--- config.mk ---
export PLATFORM = sky130hd
export DESIGN_NAME = clause_array_loader
export DESIGN_NICKNAME = d
export VERILOG_FILES = /design/src/rtl/clause_array_loader.sv
export SDC_FILE = /design/constraint.sdc
export NUM_CORES = 1
export LEC_CHECK = 0
export ABC_AREA = 1
export BUFFER_PORTS_ARGS = -buffer_cell sky130_fd_sc_hd__buf_2
export CORE_UTILIZATION = 25
export DETAILED_ROUTE_END_ITERATION = 7
export PLACE_DENSITY = 0.53
export REMOVE_ABC_BUFFERS = 1
export SLEW_MARGIN = 20
export SYNTH_ARGS = -nofsm -noshare
export SYNTH_HDL_FRONTEND = slang
export SYNTH_SLANG_ARGS = --single-unit
--- constraint.sdc ---
create_clock -name clk -period 2.1 [get_ports clk]
set_input_delay 0.105 -clock clk [delete_from_list [all_inputs] [get_ports clk]]
set_output_delay 0.105 -clock clk [all_outputs]
set_load 0.005 [all_outputs]
--- src/rtl/clause_array_loader.sv ---
// Loads clause rows into the clause array (zero-filling unused rows) and streams
// the array contents back out row by row.
module clause_array_loader #(
    parameter int unsigned NUM_C   = 8,
    parameter int unsigned NUM_V   = 8,
    parameter int unsigned WIDTH_C = 3
) (
    input  logic                      clk,
    input  logic                      rst,
    input  logic                      start_load_i,
    input  logic [WIDTH_C:0]          load_cnt_i,
    input  logic                      start_rd_i,
    input  logic                      c_valid_i,
    output logic                      c_ready_o,
    input  logic [2*NUM_V-1:0]        c_lits_i,
    output logic [NUM_C-1:0]          wr_o,
    output logic [2*NUM_V-1:0]        lit_o,
    input  logic [2*NUM_V*NUM_C-1:0]  array_lits_i,
    output logic                      rd_valid_o,
    input  logic                      rd_ready_i,
    output logic [2*NUM_V-1:0]        rd_lits_o,
    output logic [WIDTH_C-1:0]        rd_row_o,
    output logic                      busy_o,
    output logic                      done_o,
    output logic                      err_o
);

    localparam int unsigned RW = 2 * NUM_V;
    localparam logic [WIDTH_C:0]   CntMax  = (WIDTH_C+1)'(NUM_C);
    localparam logic [WIDTH_C-1:0] LastRow = WIDTH_C'(NUM_C - 1);

    typedef enum logic [2:0] {
        StIdle,
        StLoad,
        StFill,
        StRd,
        StDone
    } state_e;

    state_e             state_q;
    logic [WIDTH_C-1:0] row_q;
    logic [WIDTH_C:0]   cnt_q;
    logic               err_q;
    logic               rd_valid_q;
    logic [RW-1:0]      rd_lits_q;
    logic [WIDTH_C-1:0] rd_row_q;

    logic               hs_in;
    logic               illegal;
    logic               last_row;
    logic               last_load;
    logic [WIDTH_C:0]   cnt_clamped;

    assign c_ready_o   = (state_q == StLoad);
    assign hs_in       = c_valid_i & c_ready_o;
    assign last_row    = (row_q == LastRow);
    assign last_load   = ({1'b0, row_q} == (cnt_q - 1'b1));
    assign cnt_clamped = (load_cnt_i > CntMax) ? CntMax : load_cnt_i;

    assign busy_o     = (state_q != StIdle);
    assign done_o     = (state_q == StDone);
    assign err_o      = err_q;
    assign rd_valid_o = rd_valid_q;
    assign rd_lits_o  = rd_lits_q;
    assign rd_row_o   = rd_row_q;

    always_comb begin
        illegal = 1'b0;
        for (int j = 0; j < int'(NUM_V); j++) begin
            if (c_lits_i[2*j +: 2] == 2'b11) illegal = 1'b1;
        end
    end

    // Write path is a zero-latency pass-through: the cell captures on the handshake edge.
    always_comb begin
        wr_o  = '0;
        lit_o = '0;
        if (hs_in) begin
            wr_o  = NUM_C'(1) << row_q;
            lit_o = c_lits_i;
        end else if (state_q == StFill) begin
            wr_o  = NUM_C'(1) << row_q;
        end
    end

    always_ff @(posedge clk or negedge rst) begin
        if (!rst) begin
            state_q    <= StIdle;
            row_q      <= '0;
            cnt_q      <= '0;
            err_q      <= 1'b0;
            rd_valid_q <= 1'b0;
            rd_lits_q  <= '0;
            rd_row_q   <= '0;
        end else begin
            unique case (state_q)
                StIdle: begin
                    if (start_load_i) begin
                        err_q   <= 1'b0;
                        row_q   <= '0;
                        cnt_q   <= cnt_clamped;
                        state_q <= (cnt_clamped == '0) ? StFill : StLoad;
                    end else if (start_rd_i) begin
                        row_q      <= '0;
                        rd_valid_q <= 1'b0;
                        state_q    <= StRd;
                    end
                end
                StLoad: begin
                    if (hs_in) begin
                        if (illegal) err_q <= 1'b1;
                        if (last_load) begin
                            if (cnt_q < CntMax) begin
                                row_q   <= row_q + 1'b1;
                                state_q <= StFill;
                            end else begin
                                state_q <= StDone;
                            end
                        end else begin
                            row_q <= row_q + 1'b1;
                        end
                    end
                end
                StFill: begin
                    if (last_row) state_q <= StDone;
                    else          row_q   <= row_q + 1'b1;
                end
                StRd: begin
                    // Alternate select/capture and present/handshake so outputs stay registered.
                    if (!rd_valid_q) begin
                        rd_lits_q  <= array_lits_i[row_q*RW +: RW];
                        rd_row_q   <= row_q;
                        rd_valid_q <= 1'b1;
                    end else if (rd_ready_i) begin
                        rd_valid_q <= 1'b0;
                        if (last_row) state_q <= StDone;
                        else          row_q   <= row_q + 1'b1;
                    end
                end
                StDone: begin
                    row_q   <= '0;
                    state_q <= StIdle;
                end
                default: state_q <= StIdle;
            endcase
        end
    end

endmodule

==> flow_summary.json <==
{
  "p_leak_uw": 0.00235,
  "largest_net_degree_at_the_start_of_global_routing": 43,
  "number_of_antenna_violations_at_the_first_check_in_global_routing": 0,
  "critical-path-max-stage-delay_ns": 0.46,
  "achievable_frequency_mhz": 544,
  "timing_worst_setup_path_type": "flop to output pin",
  "critical_path.n_buffers_inverters": 3,
  "global_route.usage.total_pct": 17.2,
  "die-width_um": 109,
  "last_weighted_congestion_value_of_the_routability_driven_placer": 0.788,
  "routed_wirelength_um": 10300,
  "detail_route.first_pass.iterations": 5,
  "numCtsBuffers": 5,
  "ctsRootBufferMaster": "clkbuf_16",
  "largest_delay_share_family_worst_path": "simple AND/OR/NAND/NOR gates",
  "detailroute.via_count": 3744,
  "final_nets": 826,
  "run_status": "complete, no violations",
  "fin_crit_sh_pct": 87.6,
  "core_mm2": 0.0110,
  "synth.yosys.seq_area_share_pct": 27.1,
  "slowest_stage": "dfrtp_1",
  "htree_num_levels": 2,
  "tritoncts": "yes",
  "cts_post_setup_buffers_inserted": 0,
  "finalSetupViolCount": 0,
  "initialDrtViolationCount": 230,
  "syn_inst": 474,
  "clkSlewWorstSetupHoldPaths_ns": 0.05,
  "hold_viol_final": 0,
  "synth.ff_latch_count": 31,
  "post_cts_resized": 0,
  "grt_pass1_vias": 3641,
  "maxSlewHeadroom_pct": 51.2,
  "antenna_cells": 0,
  "wl_per_cell_um": 12.8,
  "number_of_port_buffers": 201,
  "detail_route.vias_per_cell": 4.65,
  "slew_viol_final": 0,
  "grt_setup_unrepaired": "false",
  "place_hpwl_um": 8110,
  "wire_length_of_the_first_global_routing_pass_um": 16300,
  "powerDensity_mw_per_mm2": 1150,
  "cts-root-to-sink-buffers": 2,
  "layout.core_utilization_pct": 38.0,
  "synth-warning-count": 0,
  "netlist-cell-type-count": 27,
  "worst_clock_skew_ns": 0.00438,
  "crit_path_end_kind": "output pin",
  "initial_utilization_pct": 26.1,
  "setup.worst_path.start_class": "flop",
  "hold_class": "input port to flop",
  "ioPinCount": 202,
  "timing.final.crit_period_ns": 1.84,
  "drt.antenna.violating_nets": 0,
  "global_route.overflow_total": 0,
  "clock_latency_reported_for_the_late_side_of_the_worst_skew_pair_ns": 0.27,
  "p_total_uw": 4800,
  "crit_arrival_ns": 1.73,
  "die-height_um": 109,
  "cp.required_ns": 2.00,
  "synthesis_to_layout_area_growth_pct": 45.7,
  "row_count": 38,
  "mappedNetlistArea_mm2": 0.00287,
  "drc": 0,
  "synth.avg_cell_area_um2": 6.04,
  "cp_max_fo": 18,
  "maxCapViolCount": 0,
  "vdd_drop_max_mv": 0.705,
  "die_area_mm2": 0.0119,
  "clock_sinks": 31,
  "timing_worst_slew_pin_value_ns": 0.731,
  "crit_path_cell_trace": "inv_2 -> nand3_2 -> nor2_1 -> inv_2 -> nand2_1 -> nand2_1 -> nor2_1 -> buf_2",
  "drive_above_1_share_pct": 37.1
}
==> cells by family after synthesis <==
family                   synth area share, %
buffers and inverters                   11.1
adder cells (fa/ha/maj)                 3.06
XOR/XNOR                               0.306
AND/OR/NAND/NOR                         38.1
AO/OA/AOI/OAI                           20.3
flip-flops                              27.1
==> placed cells by master (no fill, tap or decap), drive strengths merged <==
| cell type | Yosys | final |
|---|---|---|
| buf | 19 | 209 |
| nand2 | 138 | 138 |
| nor2 | 76 | 76 |
| o21ai | 57 | 57 |
| inv | 50 | 50 |
| dfrtp | 31 | 31 |
| a21oi | 28 | 28 |
| nand3 | 28 | 28 |
| o22ai | 23 | 23 |
| ha | 7 | 7 |
| clkbuf | 7 | 6 |
| nor3 | 3 | 3 |
| nand4 | 3 | 3 |
| xnor2 | 1 | 1 |
| a31oi | 1 | 1 |
| and3 | 1 | 1 |
| o21a | 1 | 1 |
| bufinv | 0 | 1 |
| clkinv | 0 | 1 |
| dlygate4sd3 | 0 | 1 |
==> state kept, by name, indices dropped and copies added, names as in the netlist <==
signal	count
cnt_q	4
rd_row_o	3
rd_valid_o	1
rd_lits_o	16
err_o	1
row_q	3
state_q	3
==> metal layers <==
metal,GRT usage [%],vias up,part of all wire [%]
met2,32.7,137,50
met5,0,-,0
li1,-,1911,-
met4,4.15,0,1.5
met1,19.6,1684,42
met3,3.17,12,7.1
==> worst paths after layout <==
check / startpoint / end / slack, ns / depth (start not counted)
max in group asynchronous: rst / row_q[0] / 1.16 / 2
min: load_cnt_i[1] / cnt_q[1] / 0.11 / 3
min reg2reg: rd_row_o[1] / rd_row_o[1] / 0.48 / 2
max: state_q[2] / wr_o[4] / 0.26 / 8
min in group asynchronous: rst / rd_valid_o / 0.41 / 2
max reg2reg: state_q[2] / rd_lits_o[0] / 0.49 / 7
==> power breakdown <==
part           leakage, µW  total, µW  internal [µW]  switching, µW
Combinational      0.00188       2850           1100           1750
Sequential        0.000386       1100            880            219
Clock            0.0000868        847            589            257
==> area by class of cell <==
class | count | area, µm²
Clock inverter | 2 | 35.0
Timing Repair Buffer | 210 | 1090
Clock buffer | 6 | 139
Fill cell | 1229 | 6810
Sequential cell | 31 | 777
Tap cell | 140 | 175
Multi-Input combinational cell | 367 | 1770
Inverter | 50 | 188
==> cells in the mapped netlist <==
cell type / number / share of area [%]
nor2_4: 4 / 1.6
xnor2_1: 1 / 0.31
a21oi_1: 28 / 4.9
nor2_2: 3 / 0.66
buf_4: 1 / 0.26
nor3_1: 3 / 0.52
o22ai_1: 23 / 5.0
o21ai_1: 5 / 0.87
a31oi_1: 1 / 0.22
nand3_2: 4 / 1.4
clkbuf_1: 7 / 0.92
inv_1: 42 / 5.5
inv_2: 8 / 1.0
dfrtp_1: 31 / 27
nand2_2: 8 / 1.7
buf_6: 1 / 0.39
ha_1: 7 / 3.1
nand4_1: 2 / 0.44
nor2_8: 1 / 0.70
o21ai_0: 52 / 9.1
nor2_1: 68 / 8.9
and3_1: 1 / 0.22
o21a_1: 1 / 0.26
nand4_4: 1 / 0.74
nand3_1: 24 / 4.2
nand2_1: 130 / 17
buf_2: 17 / 3.0
==> tightest hold or removal path, cell delays in order <==
cell	delay [ns]
buf_2	0.09
inv_1	0.06
o22ai_1	0.07
==> metrics by stage <==
stage | cell area, µm² | cells | setup WS, ns | hold WS, ns | setup TNS (ns)
2_1_floorplan | 2740 | 448 | -0.666 | -0.191 | -12.76
4_1_cts | 4170 | 806 | 0.235 | 0.108 | 0
6_report | 4170 | 806 | 0.261 | 0.108 | 0
3_3_place_gp | 3990 | 797 | 0.532 | 0.213 | 0
5_1_grt | 4170 | 806 | 0.0737 | 0.117 | 0
3_5_place_dp | 3990 | 797 | 0.472 | 0.213 | 0
==> repair_timing <==
item | 4_1_cts | 5_1_grt
setup endpoints to repair | 0 | 0
hold buffers | 1 | 0
hold endpoints to repair | 31 | 0
(Power assumes the default switching activity.)
